### config.mk
export PLATFORM = sky130hd
export DESIGN_NAME = instr_encoder
export DESIGN_NICKNAME = d
export VERILOG_FILES = /design/src/rtl/instr_encoder.sv
export SDC_FILE = /design/constraint.sdc
export NUM_CORES = 1
export LEC_CHECK = 0
export ABC_AREA = 1
export CAP_MARGIN = 20
export CORE_MARGIN = 5
export CORE_UTILIZATION = 45
export CTS_CLUSTER_DIAMETER = 50
export DETAILED_ROUTE_END_ITERATION = 8
export PLACE_DENSITY_LB_ADDON = 0.12
export REMOVE_ABC_BUFFERS = 1
export SETUP_SLACK_MARGIN = 0.4
export SYNTH_ARGS = -nofsm -noshare
export SYNTH_HDL_FRONTEND = slang
export SYNTH_SLANG_ARGS = --single-unit
### constraint.sdc
create_clock -name clk -period 2.11 [get_ports clk]
set_input_delay 0.422 -clock clk [delete_from_list [all_inputs] [get_ports clk]]
set_output_delay 0.422 -clock clk [all_outputs]
set_load 0.02 [all_outputs]
### src/rtl/instr_encoder.sv
// Sequential RV32I instruction encoder: packs field-level requests into 32-bit
// words and streams them to consecutive instruction-memory addresses.
module instr_encoder #(
    parameter int ADDR_WIDTH = 8,
    parameter int BASE_ADDR  = 0
) (
    input  logic                  clk,
    input  logic                  rst_n,
    input  logic                  clear,
    input  logic                  req_valid,
    output logic                  req_ready,
    input  logic [3:0]            req_kind,
    input  logic [4:0]            req_rd,
    input  logic [4:0]            req_rs1,
    input  logic [4:0]            req_rs2,
    input  logic [2:0]            req_funct3,
    input  logic [6:0]            req_funct7,
    input  logic [31:0]           req_imm,
    output logic                  wr_en,
    input  logic                  wr_ready,
    output logic [ADDR_WIDTH-1:0] wr_addr,
    output logic [31:0]           wr_data,
    output logic [ADDR_WIDTH:0]   count,
    output logic                  err
);

    typedef enum logic [1:0] {S_IDLE, S_WRITE, S_WRITE2} state_t;

    localparam logic [6:0] OP_R      = 7'b0110011;
    localparam logic [6:0] OP_IMM    = 7'b0010011;
    localparam logic [6:0] OP_LOAD   = 7'b0000011;
    localparam logic [6:0] OP_STORE  = 7'b0100011;
    localparam logic [6:0] OP_BRANCH = 7'b1100011;
    localparam logic [6:0] OP_JAL    = 7'b1101111;
    localparam logic [6:0] OP_JALR   = 7'b1100111;
    localparam logic [6:0] OP_LUI    = 7'b0110111;
    localparam logic [6:0] OP_AUIPC  = 7'b0010111;

    localparam logic [ADDR_WIDTH-1:0] BASE      = ADDR_WIDTH'(BASE_ADDR);
    localparam logic [ADDR_WIDTH:0]   COUNT_MAX = {1'b1, {ADDR_WIDTH{1'b0}}};

    state_t                state_q, state_d;
    logic [ADDR_WIDTH-1:0] wr_addr_q, wr_addr_d;
    logic [31:0]           wr_data_q, wr_data_d;
    logic [ADDR_WIDTH:0]   count_q, count_d;
    logic                  err_q, err_d;
    logic [31:0]           lo_data_q, lo_data_d;
    logic                  lo_pend_q, lo_pend_d;

    logic [31:0] enc_word, enc_lo;
    logic        enc_lo_pend, enc_legal;
    logic        li_small;
    logic [19:0] li_hi;

    // (imm + 0x800)[31:12]: the carry out of the low 12 bits is exactly imm[11].
    assign li_hi    = req_imm[31:12] + {19'd0, req_imm[11]};
    assign li_small = (&req_imm[31:11]) | ~(|req_imm[31:11]);

    // NOTE: every output of a combinational block gets a default first so no latch is inferred.
    always_comb begin
        enc_word    = '0;
        enc_lo      = '0;
        enc_lo_pend = 1'b0;
        enc_legal   = 1'b1;
        case (req_kind)
            4'd0: enc_word = {req_funct7, req_rs2, req_rs1, req_funct3, req_rd, OP_R};
            4'd1: begin
                enc_word = {req_imm[11:0], req_rs1, req_funct3, req_rd, OP_IMM};
                if (req_funct3 == 3'b001 || req_funct3 == 3'b101)
                    enc_word[31:20] = {req_funct7, req_imm[4:0]};
            end
            4'd2: enc_word = {req_imm[11:0], req_rs1, req_funct3, req_rd, OP_LOAD};
            4'd3: enc_word = {req_imm[11:5], req_rs2, req_rs1, req_funct3,
                              req_imm[4:0], OP_STORE};
            4'd4: enc_word = {req_imm[12], req_imm[10:5], req_rs2, req_rs1, req_funct3,
                              req_imm[4:1], req_imm[11], OP_BRANCH};
            4'd5: enc_word = {req_imm[20], req_imm[10:1], req_imm[11], req_imm[19:12],
                              req_rd, OP_JAL};
            4'd6: enc_word = {req_imm[11:0], req_rs1, 3'b000, req_rd, OP_JALR};
            4'd7: enc_word = {req_imm[31:12], req_rd, OP_LUI};
            4'd8: enc_word = {req_imm[31:12], req_rd, OP_AUIPC};
            4'd9: begin
                if (li_small) begin
                    enc_word = {req_imm[11:0], 5'd0, 3'b000, req_rd, OP_IMM};
                end else begin
                    enc_word    = {li_hi, req_rd, OP_LUI};
                    enc_lo      = {req_imm[11:0], req_rd, 3'b000, req_rd, OP_IMM};
                    enc_lo_pend = |req_imm[11:0];
                end
            end
            default: enc_legal = 1'b0;
        endcase
    end

    always_comb begin
        state_d   = state_q;
        wr_addr_d = wr_addr_q;
        wr_data_d = wr_data_q;
        count_d   = count_q;
        err_d     = err_q;
        lo_data_d = lo_data_q;
        lo_pend_d = lo_pend_q;
        if (clear) begin
            state_d   = S_IDLE;
            wr_addr_d = BASE;
            count_d   = '0;
            err_d     = 1'b0;
            lo_pend_d = 1'b0;
        end else begin
            case (state_q)
                S_IDLE: begin
                    if (req_valid) begin
                        if (!enc_legal) begin
                            err_d = 1'b1;
                        end else begin
                            state_d   = S_WRITE;
                            wr_data_d = enc_word;
                            lo_data_d = enc_lo;
                            lo_pend_d = enc_lo_pend;
                        end
                    end
                end
                S_WRITE, S_WRITE2: begin
                    if (wr_ready) begin
                        wr_addr_d = wr_addr_q + 1'b1;
                        if (count_q != COUNT_MAX) count_d = count_q + 1'b1;
                        if (state_q == S_WRITE && lo_pend_q) begin
                            state_d   = S_WRITE2;
                            wr_data_d = lo_data_q;
                            lo_pend_d = 1'b0;
                        end else begin
                            state_d = S_IDLE;
                        end
                    end
                end
                default: state_d = S_IDLE;
            endcase
        end
    end

    // NOTE: sequential state uses non-blocking assignments so all registers update together.
    always_ff @(posedge clk or negedge rst_n) begin
        if (!rst_n) begin
            state_q   <= S_IDLE;
            wr_addr_q <= BASE;
            wr_data_q <= '0;
            count_q   <= '0;
            err_q     <= 1'b0;
            lo_data_q <= '0;
            lo_pend_q <= 1'b0;
        end else begin
            state_q   <= state_d;
            wr_addr_q <= wr_addr_d;
            wr_data_q <= wr_data_d;
            count_q   <= count_d;
            err_q     <= err_d;
            lo_data_q <= lo_data_d;
            lo_pend_q <= lo_pend_d;
        end
    end

    assign req_ready = (state_q == S_IDLE) && !clear;
    assign wr_en     = (state_q != S_IDLE);
    assign wr_addr   = wr_addr_q;
    assign wr_data   = wr_data_q;
    assign count     = count_q;
    assign err       = err_q;

endmodule

After elaboration in Yosys (flattened, before gate mapping)
Cells that the tools add are included.
{"block": "classes", "reduce_logical": 26, "n_mux": 36, "addsub": 3, "n_bitwise": 3, "n_eq_ne": 23}
{"operator": "$pmux 32 s10", "count": 1}
{"operator": "$mux 32", "count": 7}
{"operator": "$pmux 32 s2", "count": 1}
{"operator": "$mux 9", "count": 4}
{"operator": "$mux 8", "count": 3}
{"operator": "$reduce_and 21->1", "count": 1}
{"operator": "$reduce_or 21->1", "count": 1}
{"operator": "$add 20x1->20", "count": 1}
{"operator": "$eq 4x3->1 const B", "count": 4}
{"operator": "$reduce_bool 2->1", "count": 7}
{"operator": "$mux 1", "count": 12}
{"operator": "$mux 12", "count": 1}
{"operator": "$ne 3x3->1 const B", "count": 4}
{"operator": "$reduce_or 12->1", "count": 1}
{"operator": "$mux 2", "count": 5}
{"operator": "$ne 2x2->1 const B", "count": 5}
{"operator": "$reduce_or 10->1", "count": 1}
{"operator": "$add 9x1->9 const B", "count": 1}
{"operator": "$ne 9x9->1 const B", "count": 1}
{"operator": "$reduce_and 3->1", "count": 3}
{"operator": "$add 8x1->8 const B", "count": 1}
{"operator": "$eq 4x2->1 const B", "count": 2}
{"operator": "$eq 4x4->1 const B", "count": 2}
{"operator": "$reduce_and 6->1", "count": 1}
{"operator": "other kinds (19)", "count": 21}
{"block": "word_totals", "output_inout_bits": 52, "word_cells": 98, "reg_bits": 85}

Logic depth before layout (Yosys ltp)
{"block": "depth", "ltp_word": 9, "depth_mapped": 13}

Least setup slack after synthesis
No wires, ideal clock.
{"block": "synth_timing", "kind": "register -> register", "startpoint": "register state_q[0]", "endpoint": "register lo_data_q[28]", "arrival_ps": 1925, "setup_slack_ps": 57, "path_buffers": 1, "period_less_slack_ps": 2053, "t_required_ps": 1982, "path_stages_with_launch": 9, "path_cell_list": "dfrtp_1 > inv_1 > ha_1 > inv_1 > nor2_1 > nand2_1 > nor2_1 > buf_2 > o22ai_1"}
{"block": "synth_via", "elab_chain_cells": 2}
{"item": "start, declared", "line": "42", "text": "state_t state_q, state_d;"}
{"item": "start signal, assigned", "line": "152", "text": "state_q <= state_d;"}
{"item": "$logic_not 2->1", "line": "110", "text": "case (state_q)"}
{"item": "$reduce_and 4->1 (no source line)"}
{"item": "end signal, assigned", "line": "157", "text": "lo_data_q <= lo_data_d;"}
{"item": "end, declared", "line": "47", "text": "logic [31:0] lo_data_q, lo_data_d;"}
Every way passes these cells.
A chain may end at the register's enable or synchronous reset.

Worst setup path in the final report
{"block": "layout_timing", "startpoint": "register state_q[1]", "endpoint": "register wr_data_q[7], in the netlist wr_data[7]"}
{"block": "layout_via", "elab_chain_cells": 4, "elab_cells_between_ends": 12, "cone_classes": "6 x eq/ne; 1 x mux; 5 x reduce/logical"}
{"item": "$eq 2x1->1 / $eq 2x2->1 (equally long branches)", "line": "110, 127"}
{"item": "$reduce_or 2->1 / $logic_and 1x1->1 (equally long branches)", "line": "110, 127"}
{"item": "$ne 2x2->1 (no source line) / $reduce_bool 2->1 (equally long branches)"}
{"item": "$reduce_and 6->1 (no source line)"}
{"item": "end signal, assigned", "line": "154", "text": "wr_data_q <= wr_data_d;"}
{"item": "end, declared", "line": "44", "text": "logic [31:0] wr_data_q, wr_data_d;"}
Several ways; a longest one is shown, not always the timed one.

==> results summary <==
Counting along the longest clock path gives a buffer depth of 2. The post-route clock period utilization is a little over nine tenths. Measured along the x axis, the die boundary spans 113 um. The cell family contributing the most delay on the critical path is buffers and inverters.

Routability-driven placement finished with a final weighted congestion of just over 1. The post-synthesis cell count came out at about 700. The final period demand of the worst path came out at around 2 ns. The area of the multi-input gates is around 3200 sq um.

The post-detailed-placement half-perimeter wirelength is approximately 16000 um. The critical path's largest stage delay came out at ~0.41 ns. The count of warnings emitted by yosys came out at 0. The die covers 12900 sq um. The number of global-route vias before repair is about 6500. For this design the ratio of total power to cell area is a little over 700 nW/um^2. The count of fill cells added during filler insertion came out at about 690.

The number of setup violations in the final report is 0. Clock-pin slew was measured on the worst setup and hold paths at approximately 0.09 ns. The count of buffering cells on the critical path with inverters included came out at 5.

The maximum clock rate came out at ~500 MHz. The run finished with clean final reports. The final instance area came out at between 8000 and 9000 sq um. The count of endpoints failing hold in the final timing report came to 0. The arrival time of the worst setup path is about 2.3 ns.

The latest clock arrival within the worst-skew pair came out at 0.35 ns. The number of enable-type register cells in the synthesized netlist came out at 0. The number of max-slew violations in the final report was 0. The first detailed-routing pass took 5 iterations. The analysis attributes to cell leakage a power of 4.22 nW. The cell sitting at the root of the clock tree is a sky130_fd_sc_hd__clkbuf_8.

The total negative slack is 0 ns. The worst vdd rail ir drop came out at 511 uV. The critical path goes through inv_2 > ha_4 > buf_12 > clkinv_8 > nor2_4 > a21oi_4 > nand3_4 > buf_12 > nor2_8 > buf_6 > nand2_4 > o211ai_1. The distinct cell type count after synthesis came out at approximately 40. The max-cap check violation count came out at 0. The number of top-level design ports is between 100 and 150. The residual DRC count came out at 0. The biggest fanout along the worst timing path came out at 8. The required arrival time at the worst endpoint came out at roughly 2.4 ns. The detailed router finished its first iteration with 867 violations. The number of antenna violations at the first check in global routing came out at 1. The maximum number of pins on one net before global-route repair came out at 71.

The tree built by TritonCTS fans out to 70 sinks. The number of H-tree levels is 3. The type of the setup path with the least slack is reg2reg.

The average wire per standard cell is around 22 um. The post-route total power is ~6 mW. The initial core utilization is 46.4%. The mean cell area of the mapped netlist is just under 7 sq um.

The cell area reported after detailed placement is 7100 sq um. After floorplanning, the core was sized to cover approximately 10000 sq um. Setup repair after global routing could not meet its margin everywhere.

The die is approximately 110 um tall. The path type of the worst min-delay path is in2async. The final antenna-violating net count is 0. The number of buffers added by the clock tree synthesis step is 9. The slew of the pin with the lowest slew margin is 0.507 ns. For this run, the total global-route usage over all layers was measured as approximately a third. The synthesized design contains 70 register bits. The slowest stage of the critical path belongs to the cell sky130_fd_sc_hd__dfrtp_1. The proportion of synthesized chip area in sequential cells came out at between 30 and 40%. The ratio of cells with drive above 1 in the final layout is about a third. The cell area that synthesis handed to floorplanning was between 4000 and 5000 sq um. The routed via count came out at between 6000 and 7000.

The worst setup path is captured at a register. The async set-or-reset flop fraction in the synthesized netlist came out at between 90% and 100%. The worst max-slew margin expressed relative to the limit is approximately 66%.

Registers take between 1500 and 2000 sq um. TritonCTS built the clock tree. Port buffering added about 120 buffers. The number of placement rows is 37. The final global-route overflow total came out at 0. The first-pass GRT wire length is 34400 um. The total wirelength of the detailed-routed design is ~24000 um. The total number of nets in the final design is 1051. Counting stages on the worst path, the most repeated cell is sky130_fd_sc_hd__buf_12. Dividing the detail-routed via count by the number of cells gives around 5.9. The worst setup path is launched from a register. Across the routed clock network, the largest skew measured is approximately 0.0073 ns. Relative to the synthesized area, the layout overhead comes to 71.9%. The most used flip-flop cell after synthesis is sky130_fd_sc_hd__dfrtp_1.
==> cells in the mapped netlist (4+ instances only) <==
cell type,count,area [sq um]
sky130_fd_sc_hd__o221ai_1,4,35.0
sky130_fd_sc_hd__nand2_2,7,43.8
sky130_fd_sc_hd__xor2_1,15,131
sky130_fd_sc_hd__o211ai_1,5,37.5
sky130_fd_sc_hd__nand4_1,12,75.1
sky130_fd_sc_hd__nor2_1,84,315
sky130_fd_sc_hd__buf_2,5,25.0
sky130_fd_sc_hd__o22ai_1,10,62.6
sky130_fd_sc_hd__dfrtp_1,70,1750
sky130_fd_sc_hd__o21ai_1,6,30.0
sky130_fd_sc_hd__a21oi_1,31,155
sky130_fd_sc_hd__clkbuf_1,6,22.5
sky130_fd_sc_hd__nor3_1,12,60.1
sky130_fd_sc_hd__nand3_1,57,285
sky130_fd_sc_hd__o21ai_0,56,280
sky130_fd_sc_hd__nand2_1,174,653
sky130_fd_sc_hd__inv_2,9,33.8
sky130_fd_sc_hd__a22oi_1,4,30.0
sky130_fd_sc_hd__ha_1,9,113
sky130_fd_sc_hd__inv_1,87,327
==> path summary, 6_finish.rpt <==
kind | slack [ns] | endpoint | cells past startpoint | start
worst max-delay path | 0.10 | wr_data[7] | 12 | state_q[1]
worst min-delay path | 0.07 | wr_data[2] | 2 | rst_n
worst max register to register | 0.10 | wr_data[7] | 12 | state_q[1]
worst min register to register | 0.49 | wr_data[6] | 2 | wr_data[6]
max in group asynchronous | 1.68 | count[4] | 2 | rst_n
min in group clk | 0.49 | wr_data[6] | 2 | wr_data[6]
==> what timing repair did <==
action	in CTS	in global routing
pin swaps	37	20
resized for setup	233	92
endpoints found under the setup margin	116	69
gates cloned	1	1
setup buffers	21	9
hold buffers	0	0
==> registers in the layout, indices dropped and copies added, names as in the netlist <==
signal,cells
lo_data_q,18
state_q,2
wr_data,31
err,1
lo_pend_q,1
count,9
wr_addr,8
==> worst register-to-register path: cells and delay by family, from the launching register on <==
kind                       cells  cell delay, ns
AOI/OAI and AO/OA              2            0.29
adders and majority gates      1            0.23
buffers and inverters          5            0.64
DFF                            1            0.41
and+or+nand+nor                4            0.34
==> routing by layer <==
metal / GRT usage, % / share of wire, % / routed length [um]
met5: 0 / 0 / 0
met4: 17.9 / 8.1 / 1960
met3: 5.31 / 10 / 2410
met2: 57.7 / 47 / 11300
met1: 41.9 / 35 / 8450
==> per-stage QoR <==
stage / utilization, % / cells / setup WS [ns] / hold WS (ns)
2_1_floorplan: - / 685 / -0.383 / 0.126
3_3_place_gp: 68.4 / 1069 / -0.550 / 0.468
3_5_place_dp: 68.4 / 1069 / -0.578 / 0.470
4_1_cts: 76.1 / 1107 / 0.299 / 0.0987
5_1_grt: 79.8 / 1118 / 0.0602 / 0.121
6_report: 79.8 / 1118 / 0.103 / 0.0743
==> layout by cell type, fill, tap and decap left out, drive strengths merged, types with 2 or more instances in the layout <==
master	instances
inv	98
a21oi	32
ha	9
o211ai	5
nor2	92
bufinv	2
clkinv	4
dlygate4sd2	70
clkdlybuf4s15	4
dfrtp	70
a22o	3
nand4	12
nor3b	3
a22oi	4
clkbuf	10
o31ai	2
nand3	59
buf	165
o221ai	4
o22ai	10
xor2	15
nor4	3
o21ai	63
nor3	15
clkdlybuf4s50	38
nand2	181
==> report_power, final <==
| part | internal, mW | total (mW) | switching, mW |
|---|---|---|---|
| combinational | 1.11 | 2.66 | 1.55 |
| sequential | 1.64 | 1.88 | 0.240 |
| clock | 0.685 | 1.31 | 0.620 |
| total | 3.43 | 5.84 | 2.41 |
==> cell families (layout without fill, tap and decap cells) <==
kind of cell / Yosys count / in the layout / synth area share, %
AOI/OAI and AO/OA: 127 / 127 / 15.0
xor gates and xnor gates: 15 / 15 / 2.73
adders and majority gates: 9 / 9 / 2.34
buffers and inverters: 114 / 393 / 9.65
DFF: 70 / 70 / 36.4
other: 0 / 1 / 0
and+or+nand+nor: 366 / 367 / 33.9
==> final cells by class <==
| cell class | count | share of cell area (%) |
|---|---|---|
| multi-input combinational | 518 | 39.0 |
| timing repair buffer | 279 | 30.1 |
| sequential | 70 | 21.2 |
| inverter | 98 | 4.84 |
| tap | 136 | 2.06 |
| clock buffer | 9 | 1.50 |
| clock inverter | 7 | 1.27 |
| antenna | 1 | 0.0303 |
No activity file was read; power rests on OpenSTA's default activity.
